### src/rtl/axil_regs_pkg.sv
// Shared constants, FSM state types and the address decode helper for the
// AXI4-Lite statistics/control register block.
package axil_regs_pkg;

    localparam logic [1:0] AXI_RESP_OK     = 2'b00;
    localparam logic [1:0] AXI_RESP_SLVERR = 2'b10;

    typedef enum logic {
        WR_IDLE,
        WR_RESP
    } wr_state_t;

    typedef enum logic {
        RD_IDLE,
        RD_DATA
    } rd_state_t;

    // Byte address to word index; callers zero-extend their address to 64 bits.
    function automatic logic [63:0] addr_to_idx(input logic [63:0] addr,
                                                input int unsigned lsb);
        return addr >> lsb;
    endfunction

endpackage

### src/rtl/axil_sat_counter.sv
// Saturating event counter with synchronous clear and an optional
// clear-on-read strobe that still keeps the increment of the read cycle.
module axil_sat_counter #(
    parameter int WIDTH       = 32,
    parameter bit CLR_ON_READ = 1'b0
) (
    input  logic             ACLK,
    input  logic             ARESETN,
    input  logic             inc,
    input  logic             clr,
    input  logic             rd_clr,
    output logic [WIDTH-1:0] count
);

    logic rd_clr_eff;

    assign rd_clr_eff = CLR_ON_READ ? rd_clr : 1'b0;

    always_ff @(posedge ACLK) begin
        if (!ARESETN) begin
            count <= '0;
        end else if (clr) begin
            count <= '0;
        end else if (rd_clr_eff) begin
            // the value just read is gone; an event in the same cycle survives
            count <= WIDTH'(inc);
        end else if (inc && (count != '1)) begin
            count <= count + WIDTH'(1);
        end
    end

endmodule

### src/rtl/axi4_lite_stats_regs.sv
// AXI4-Lite slave with NUM_RW control registers and NUM_CNT saturating event counters.
// Optional build macro: AXIL_STATS_CLR_ON_READ_EN (counter reads clear the counter).
module axi4_lite_stats_regs
    import axil_regs_pkg::*;
#(
    parameter int DATA_WIDTH = 32,
    parameter int ADDR_WIDTH = 32,
    parameter int NUM_RW     = 8,
    parameter int NUM_CNT    = 8,
    parameter int CNT_WIDTH  = 32,
    parameter logic [NUM_RW*DATA_WIDTH-1:0] RW_RESET = '0
) (
    input  logic                         ACLK,
    input  logic                         ARESETN,
    input  logic [ADDR_WIDTH-1:0]        AWADDR,
    input  logic                         AWVALID,
    output logic                         AWREADY,
    input  logic [DATA_WIDTH-1:0]        WDATA,
    input  logic [DATA_WIDTH/8-1:0]      WSTRB,
    input  logic                         WVALID,
    output logic                         WREADY,
    output logic [1:0]                   BRESP,
    output logic                         BVALID,
    input  logic                         BREADY,
    input  logic [ADDR_WIDTH-1:0]        ARADDR,
    input  logic                         ARVALID,
    output logic                         ARREADY,
    output logic [DATA_WIDTH-1:0]        RDATA,
    output logic [1:0]                   RRESP,
    output logic                         RVALID,
    input  logic                         RREADY,
    input  logic [NUM_CNT-1:0]           cnt_inc,
    input  logic                         cnt_clr,
    output logic [NUM_RW*DATA_WIDTH-1:0] ctrl_out
);

    localparam int unsigned ADDR_LSB = $clog2(DATA_WIDTH / 8);
    localparam int          STRB_W   = DATA_WIDTH / 8;
`ifdef AXIL_STATS_CLR_ON_READ_EN
    localparam bit CLR_ON_READ = 1'b1;
`else
    localparam bit CLR_ON_READ = 1'b0;
`endif

    wr_state_t             wr_state;
    rd_state_t             rd_state;
    logic [ADDR_WIDTH-1:0] awaddr_q;
    logic [DATA_WIDTH-1:0] wdata_q;
    logic [STRB_W-1:0]     wstrb_q;
    logic                  aw_held;
    logic                  w_held;
    logic [DATA_WIDTH-1:0] rw_q    [NUM_RW];
    logic [CNT_WIDTH-1:0]  cnt_val [NUM_CNT];
    logic [NUM_CNT-1:0]    cnt_rd_clr;
    logic [63:0]           wr_idx;
    logic [63:0]           rd_idx;
    logic                  wr_is_rw;
    logic                  ar_hs;
    logic [DATA_WIDTH-1:0] rd_mux;
    logic [1:0]            rd_resp;

    assign wr_idx   = addr_to_idx(64'(awaddr_q), ADDR_LSB);
    assign rd_idx   = addr_to_idx(64'(ARADDR), ADDR_LSB);
    assign wr_is_rw = wr_idx < 64'(NUM_RW);
    assign ar_hs    = ARVALID && ARREADY;

    // Write side: AW and W are parked independently; the write commits one edge after both are held.
    always_ff @(posedge ACLK) begin
        if (!ARESETN) begin
            wr_state <= WR_IDLE;
            AWREADY  <= 1'b1;
            WREADY   <= 1'b1;
            BVALID   <= 1'b0;
            BRESP    <= AXI_RESP_OK;
            aw_held  <= 1'b0;
            w_held   <= 1'b0;
            awaddr_q <= '0;
            wdata_q  <= '0;
            wstrb_q  <= '0;
            for (int i = 0; i < NUM_RW; i++) begin
                rw_q[i] <= RW_RESET[i*DATA_WIDTH +: DATA_WIDTH];
            end
        end else begin
            case (wr_state)
                WR_IDLE: begin
                    if (AWVALID && AWREADY) begin
                        awaddr_q <= AWADDR;
                        aw_held  <= 1'b1;
                        AWREADY  <= 1'b0;
                    end
                    if (WVALID && WREADY) begin
                        wdata_q <= WDATA;
                        wstrb_q <= WSTRB;
                        w_held  <= 1'b1;
                        WREADY  <= 1'b0;
                    end
                    if (aw_held && w_held) begin
                        for (int i = 0; i < NUM_RW; i++) begin
                            if (wr_idx == 64'(i)) begin
                                for (int b = 0; b < STRB_W; b++) begin
                                    if (wstrb_q[b]) rw_q[i][b*8 +: 8] <= wdata_q[b*8 +: 8];
                                end
                            end
                        end
                        BVALID   <= 1'b1;
                        BRESP    <= wr_is_rw ? AXI_RESP_OK : AXI_RESP_SLVERR;
                        wr_state <= WR_RESP;
                    end
                end
                WR_RESP: begin
                    if (BREADY) begin
                        BVALID   <= 1'b0;
                        AWREADY  <= 1'b1;
                        WREADY   <= 1'b1;
                        aw_held  <= 1'b0;
                        w_held   <= 1'b0;
                        wr_state <= WR_IDLE;
                    end
                end
                default: wr_state <= WR_IDLE;
            endcase
        end
    end

    always_comb begin
        rd_mux  = '0;
        rd_resp = AXI_RESP_SLVERR;
        for (int i = 0; i < NUM_RW; i++) begin
            if (rd_idx == 64'(i)) begin
                rd_mux  = rw_q[i];
                rd_resp = AXI_RESP_OK;
            end
        end
        for (int i = 0; i < NUM_CNT; i++) begin
            if (rd_idx == 64'(NUM_RW + i)) begin
                rd_mux  = DATA_WIDTH'(cnt_val[i]);
                rd_resp = AXI_RESP_OK;
            end
        end
    end

    always_comb begin
        cnt_rd_clr = '0;
        for (int i = 0; i < NUM_CNT; i++) begin
            cnt_rd_clr[i] = ar_hs && (rd_idx == 64'(NUM_RW + i));
        end
    end

    // Read data is captured at the AR handshake and held until RREADY.
    always_ff @(posedge ACLK) begin
        if (!ARESETN) begin
            rd_state <= RD_IDLE;
            ARREADY  <= 1'b1;
            RVALID   <= 1'b0;
            RDATA    <= '0;
            RRESP    <= AXI_RESP_OK;
        end else begin
            case (rd_state)
                RD_IDLE: begin
                    if (ar_hs) begin
                        RDATA    <= rd_mux;
                        RRESP    <= rd_resp;
                        RVALID   <= 1'b1;
                        ARREADY  <= 1'b0;
                        rd_state <= RD_DATA;
                    end
                end
                RD_DATA: begin
                    if (RREADY) begin
                        RVALID   <= 1'b0;
                        ARREADY  <= 1'b1;
                        rd_state <= RD_IDLE;
                    end
                end
                default: rd_state <= RD_IDLE;
            endcase
        end
    end

    for (genvar gi = 0; gi < NUM_RW; gi++) begin : g_ctrl
        assign ctrl_out[gi*DATA_WIDTH +: DATA_WIDTH] = rw_q[gi];
    end

    for (genvar gc = 0; gc < NUM_CNT; gc++) begin : g_cnt
        axil_sat_counter #(
            .WIDTH       (CNT_WIDTH),
            .CLR_ON_READ (CLR_ON_READ)
        ) u_cnt (
            .ACLK    (ACLK),
            .ARESETN (ARESETN),
            .inc     (cnt_inc[gc]),
            .clr     (cnt_clr),
            .rd_clr  (cnt_rd_clr[gc]),
            .count   (cnt_val[gc])
        );
    end

endmodule

### config.mk
export PLATFORM = sky130hd
export DESIGN_NAME = axi4_lite_stats_regs
export DESIGN_NICKNAME = d
export VERILOG_FILES = /design/src/rtl/axil_regs_pkg.sv /design/src/rtl/axil_sat_counter.sv /design/src/rtl/axi4_lite_stats_regs.sv
export SDC_FILE = /design/constraint.sdc
export NUM_CORES = 1
export LEC_CHECK = 0
export ABC_CLOCK_PERIOD_IN_PS = 2500
export CORE_UTILIZATION = 50
export CTS_CLUSTER_DIAMETER = 60
export CTS_CLUSTER_SIZE = 12
export DETAILED_ROUTE_END_ITERATION = 10
export PLACE_DENSITY_LB_ADDON = 0.1
export SETUP_SLACK_MARGIN = 0.4
export SYNTH_ARGS = -nofsm -noshare
export SYNTH_HDL_FRONTEND = slang
export SYNTH_SLANG_ARGS = --single-unit
### constraint.sdc
create_clock -name ACLK -period 2.5 [get_ports ACLK]
set_clock_uncertainty 0.1 [all_clocks]
set_input_delay 0.5 -clock ACLK [delete_from_list [all_inputs] [get_ports ACLK]]
set_output_delay 0.5 -clock ACLK [all_outputs]
set_load 0.005 [all_outputs]
* Yosys cells after proc, flatten, opt, wreduce, memory -nomap -nowiden *
Memories as Yosys holds them, arrays and structs flattened.
Index checks and enable logic that the tools add are counted.
Widths: inputs -> output; s select.

storage, ports and cells
  logic and storage cells = 381
  bits in read-only memories = 0
  register bits after elaboration = 369
  input bits = 116
  memories kept = 1
  RAM bits = 256
  latch bits = 0
  output and inout port bits = 297

memories
  memory  words  bits a word  read ports  clocked after Yosys merged registers in  wr ports  RTL line                    RTL
  rw_q    8      32           8           0                                        8         axi4_lite_stats_regs.sv:52  logic [DATA_WIDTH-1:0] rw_q [NUM_RW];

operators by class
  $mul = 0
  equality and inequality tests = 36
  add/sub/neg operators = 8
  div/mod/pow operators = 0
  bitwise operators = 35
  shifts and indexed selects = 0
  reduce and logical (&&, ||, !) cells = 23
  multiplexer cells = 254
  magnitude comparators = 1

operators with widths
  kind                   count
  $mux 32                16
  $add 32x1->32 const B  8
  $mux 8                 32
  $ne 32x32->1 const B   8
  $eq 30x3->1 const B    8
  $eq 30x4->1 const B    8
  $mux 1                 180
  $logic_not 64->1       2
  $eq 30x2->1 const B    4
  $eq 30x1->1 const B    2
  $mux 2                 17
  $or 1x1->1             32
  $lt 30x4->1 const B    1
  $pmux 1 s2             9
  $reduce_and 2->1       8
  $logic_and 1x1->1      12
  $ne 2x2->1 const B     6
  $not 1->1              3
  $reduce_or 2->1        1

* Longest topological paths before layout *
  depth after elaboration = 17
  mapped depth = 11
  gate-level depth less buffers = 8

* Modules after synthesis *
From an unflattened synthesis, not the netlist that was laid out.

unflattened totals
  cell total of the unflattened synthesis = 3393
  area, all modules = 30928.4 um2

by module, submodules not included
  module                                 sequential area each (um2)  area an instance (um2)  instances  cells an instance
  axi4_lite_stats_regs                   9869.5                      17579.4                 1          1771
  axil_sat_counter (g_cnt[0].u_cnt ...)  640.6                       1667.8                  7          203
  axil_sat_counter (g_cnt[7].u_cnt)      640.6                       1674.1                  1          201

* Worst setup path before layout *
Ideal clock, no wire load.

  kind = input port to flip-flop
  from = input port ARADDR[11]
  to = register RDATA[21]
  setup slack = -0.125 ns
  data required time = 2.280 ns
  stages on the path = 9
  path buffers = 2
  library setup time = 0.120 ns
  arrival = 2.405 ns
  cells stage by stage = nor4_2 -> nand4_2 -> buf_4 -> buf_2 -> nor4_2 -> a211oi_1 -> a222oi_1 -> nor3_1 -> a211o_1

on the way
  longest elaborated chain between the ends = 17
  elaborated cells between the ends (all ways) = 32
  those cells by class = eq/ne: 15; mux: 16; reduce/logical: 1

ends and longest elaborated chain
  element                 RTL line                     RTL
  start: declaration      axi4_lite_stats_regs.sv:25   input logic [ADDR_WIDTH-1:0] ARADDR,
  $logic_not 64->1        axi4_lite_stats_regs.sv:129  if (rd_idx == 64'(i)) begin
  $mux 32 (8 in series)   axi4_lite_stats_regs.sv:129
  $mux 32 (7 in series)   axi4_lite_stats_regs.sv:135  if (rd_idx == 64'(NUM_RW + i)) begin
  $mux 32 *               axi4_lite_stats_regs.sv:135
  end signal: assignment  axi4_lite_stats_regs.sv:161  RDATA <= rd_mux;
  end: declaration        axi4_lite_stats_regs.sv:28   output logic [DATA_WIDTH-1:0] RDATA,

Mark *: on every way between the ends. The rest lies on a longest branch, timed or not.
A chain may end at the register's enable or synchronous reset.

==> impl_metrics.xml <==
<?xml version="1.0" encoding="UTF-8"?>
<metrics>
  <group name="status">
    <metric name="result_of_the_run" unit="">completed</metric>
  </group>
  <group name="grt">
    <metric name="grt.overflow.total" unit="">0</metric>
    <metric name="grt_antenna_before_repair" unit="">3</metric>
    <metric name="grt_first_pass_wirelength" unit="um">190000</metric>
    <metric name="first_global_vias" unit="">29500</metric>
    <metric name="global_router_s_overall_resource_usage" unit="">0.426</metric>
    <metric name="grt_start_max_net_pins" unit="">65</metric>
  </group>
  <group name="layout">
    <metric name="flow.area_growth_from_synthesis" unit="%">47.4</metric>
    <metric name="fin_util" unit="">0.746</metric>
    <metric name="sequential_cell_area" unit="mm2">0.0152</metric>
    <metric name="multi_input_comb_area" unit="mm2">0.0164</metric>
    <metric name="layout.cells.non_filler" unit="">4952</metric>
    <metric name="finish.instance_area" unit="mm2">0.0440</metric>
    <metric name="final_cell_mix" unit="">sky130_fd_sc_hd__buf_4 (492), sky130_fd_sc_hd__nor2_1 (485), sky130_fd_sc_hd__clkdlybuf4s50_1 (375), sky130_fd_sc_hd__nand2_1 (343), sky130_fd_sc_hd__dfxtp_1 (280)</metric>
    <metric name="finish.net_count" unit="">4263</metric>
    <metric name="layout_commonest_cell" unit="">sky130_fd_sc_hd__buf_4</metric>
    <metric name="post_route_cells_drive_above_1_share" unit="">0.290</metric>
    <metric name="n_fill_cell" unit="">4142</metric>
  </group>
  <group name="critical_path">
    <metric name="crit_path_max_fo" unit="">2</metric>
    <metric name="cp.required" unit="ns">1.90</metric>
    <metric name="timing.critical_path.cells" unit="">clkdlybuf4s50_1</metric>
    <metric name="launching_instance_or_port_of_the_critical_path" unit="">rw_q[1][112]</metric>
    <metric name="setup.worst_path.end_class" unit="">output pin</metric>
    <metric name="r2r_end" unit="">g_cnt[5].u_cnt.count[20]</metric>
    <metric name="worst-r2r-cell-count" unit="">7</metric>
    <metric name="kind_of_critical_path" unit="">register to output pin</metric>
    <metric name="slowest_stage" unit="">sky130_fd_sc_hd__clkdlybuf4s50_1</metric>
    <metric name="critical_path_arrival" unit="ns">1.77</metric>
    <metric name="timing.critical_path.slowest_cell_delay" unit="ns">0.61</metric>
    <metric name="worst_r2r_startpoint" unit="">g_cnt[5].u_cnt.count[14]</metric>
    <metric name="crit_family" unit="">buffers and inverters</metric>
    <metric name="crit_buf_inv" unit="">1</metric>
    <metric name="setup.worst_path.start_class" unit="">register</metric>
    <metric name="worst-r2r-setup-slack" unit="ns">0.13</metric>
  </group>
  <group name="placement">
    <metric name="finalWeightedCongestion" unit="">1.04</metric>
    <metric name="detailed_place_hpwl" unit="um">101000</metric>
    <metric name="placed_area" unit="mm2">0.0386</metric>
    <metric name="place_ws" unit="ns">-1.28</metric>
    <metric name="placement.io_buffers" unit="">406</metric>
    <metric name="place.detailed.instances" unit="">4719</metric>
  </group>
  <group name="synth">
    <metric name="async_reset_ff_frac" unit="">0</metric>
    <metric name="synthDominantAreaCellType" unit="">sky130_fd_sc_hd__edfxtp_1</metric>
    <metric name="postSynthRegisterBits" unit="">621</metric>
    <metric name="synth.cell_area" unit="mm2">0.0299</metric>
    <metric name="yosys.cell_types.count" unit="">84</metric>
    <metric name="post_synth_main_area_contributors" unit="">sky130_fd_sc_hd__edfxtp_1 (26%), sky130_fd_sc_hd__dfxtp_1 (24%), sky130_fd_sc_hd__nor2_1 (6.8%)</metric>
    <metric name="yosys_most_used_dff" unit="">sky130_fd_sc_hd__dfxtp_1</metric>
    <metric name="synth_instances" unit="">3245</metric>
    <metric name="yosys_synthesis_warning_count" unit="">0</metric>
    <metric name="synth_top_area_share" unit="">0.257</metric>
    <metric name="synth-edff-count" unit="">256</metric>
    <metric name="synth.yosys.seq_area_share" unit="">0.502</metric>
    <metric name="synth.avg_cell_area" unit="um2">9.20</metric>
  </group>
  <group name="cts">
    <metric name="clk_pin_slew_worst_paths" unit="ns">0.06</metric>
    <metric name="cts_root_cell" unit="">sky130_fd_sc_hd__clkbuf_16</metric>
    <metric name="htree_num_levels" unit="">2</metric>
    <metric name="clock_tree_from_tritoncts" unit="">done</metric>
    <metric name="insertion_delay" unit="ns">0.66</metric>
    <metric name="cts_hold_buf" unit="">0</metric>
    <metric name="cts_max_path_buffers" unit="">3</metric>
    <metric name="cts.sinks" unit="">621</metric>
    <metric name="cts_made_buffers" unit="">61</metric>
  </group>
  <group name="min_path">
    <metric name="holdPathEnd" unit="">ARREADY</metric>
    <metric name="worstHoldPathType" unit="">input pin to register</metric>
    <metric name="hold_depth" unit="">3</metric>
    <metric name="min-delay-start" unit="">ARESETN</metric>
  </group>
  <group name="sta">
    <metric name="postLayoutSetupSlackWorst" unit="ns">0.125</metric>
    <metric name="slew_headroom" unit="">0.506</metric>
    <metric name="post-route-period-util" unit="">0.950</metric>
    <metric name="finalCriticalPeriod" unit="ns">2.37</metric>
    <metric name="rsz0062_at_grt" unit="">yes</metric>
    <metric name="report.final.hold_viol_count" unit="">0</metric>
    <metric name="achievable-frequency" unit="MHz">421</metric>
    <metric name="final-setup-viol-count" unit="">0</metric>
    <metric name="timing_max_transition_violations_final" unit="">0</metric>
    <metric name="tightestPinTransition" unit="ns">0.741</metric>
  </group>
  <group name="routing">
    <metric name="drtIter0Drc" unit="">3116</metric>
    <metric name="antenna_left" unit="">0</metric>
    <metric name="postRouteWirelength" unit="um">134000</metric>
    <metric name="route.detailed.vias_per_inst" unit="">6.19</metric>
    <metric name="drc" unit="">0</metric>
    <metric name="num_vias" unit="">30700</metric>
    <metric name="dr.pass1.iters" unit="">6</metric>
    <metric name="routedWlPerCell" unit="um">27.0</metric>
  </group>
  <group name="floorplanning">
    <metric name="rows" unit="">89</metric>
    <metric name="placeableCoreArea" unit="mm2">0.0590</metric>
    <metric name="floorplan.die.height" unit="um">246</metric>
    <metric name="design.die.area" unit="mm2">0.0607</metric>
    <metric name="floorplan.io_pins" unit="">413</metric>
    <metric name="die_w" unit="um">246</metric>
    <metric name="initial_utilization" unit="">0.506</metric>
  </group>
  <group name="power_and_ir_drop">
    <metric name="power.density_cell_area" unit="mW/mm2">503</metric>
    <metric name="vdd.ir_drop.worst" unit="mV">0.543</metric>
    <metric name="report.power.total" unit="uW">22100</metric>
    <metric name="static-leakage-power" unit="uW">0.0161</metric>
  </group>
  <group name="run">
    <metric name="max_cap_viol_count" unit="">0</metric>
  </group>
</metrics>
==> power by group <==
part | leakage, uW | switching, uW | total, uW | internal [uW]
sequential | 0.00565 | 285 | 11100 | 10800
combinational | 0.00960 | 1230 | 2270 | 1040
clock | 0.000860 | 4090 | 8790 | 4700
total | 0.0161 | 5600 | 22100 | 16500
==> cell type report <==
class                           count  share of cell area
Antenna cell                        2            0.000114
Clock inverter                     11             0.00284
Tap cell                          773              0.0220
Inverter                           74             0.00631
Multi-Input combinational cell   2374               0.373
Clock buffer                       90              0.0379
Timing Repair Buffer             1007               0.214
Sequential cell                   621               0.345
==> worst max-delay path by stage <==
| stage | endpoint | slack [ns] | cells past startpoint |
|---|---|---|---|
| 2_1_floorplan | RDATA[15] | 0.02 | 9 |
| 3_3_place_gp | RDATA[30] | -1.27 | 11 |
| 3_5_place_dp | RDATA[30] | -1.28 | 11 |
| 4_1_cts | g_cnt[5].u_cnt.count[20] | 0.14 | 7 |
| 5_1_grt | g_cnt[2].u_cnt.count[4] | 0.03 | 7 |
| 6_report | ctrl_out[240] | 0.13 | 1 |
==> Yosys cell counts (all sizes together) (7+ instances only) <==
cell type  instances
a21boi            71
nor2b              7
mux2i             31
edfxtp           256
a21oi            116
a22oi             10
a211oi            20
inv               74
or4               13
nand2            406
nand4             84
and2              25
clkbuf           120
o211ai            14
a32oi              8
xnor2             99
nor3              82
and4              35
o221ai            14
ha                 8
a222oi             7
a221oi            14
buf               59
nor2             548
or3               42
mux4              13
a221o              9
o21ai            126
a31oi             10
nor4              44
xor2             116
dfxtp            365
a22o              17
o21a              14
and3              47
o32ai              9
o22ai             71
nand3            129
mux2              26
==> flip-flops by register name (all words and copies together) (netlist names), 4 cells and up <==
signal / flops
wstrb_q: 4
awaddr_q: 30
rw_q: 256
g_cnt.u_cnt.count: 256
wdata_q: 32
RDATA: 32
==> per-layer routing <==
layer / vias up / wire, um / track usage / part of all wire
met5: - / 0 / 0 / 0
met4: 0 / 9450 / 0.255 / 0.071
met3: 470 / 13600 / 0.100 / 0.10
met2: 1894 / 62600 / 0.697 / 0.47
met1: 14900 / 48000 / 0.507 / 0.36
li1: 13500 / - / - / -
==> through the flow <==
step                      TNS, ns  hold WS, ns
after CTS                       0        0.204
after global placement     -29.41        0.351
after floorplan                 0        0.343
after global routing            0        0.279
after detailed placement   -34.35        0.352
final                           0        0.270
==> what timing repair did <==
| item | 4_1_cts | 5_1_grt |
|---|---|---|
| cloned | 6 | 2 |
| buffers inserted | 66 | 56 |
| resized for setup | 462 | 301 |
| endpoints found under the setup margin | 965 | 1018 |
| pin swaps | 114 | 111 |
==> cell families after synthesis <==
| kind of cell | Yosys count | synth area share |
|---|---|---|
| mux | 70 | 0.0300 |
| xor+xnor | 215 | 0.0631 |
| fa+ha+maj | 8 | 0.00335 |
| flops | 621 | 0.502 |
| compound gates | 587 | 0.132 |
| simple gates | 1490 | 0.235 |
| buf+inv | 253 | 0.0346 |
| other cells | 1 | 0.000126 |
Power figures use the tool's default switching activity.
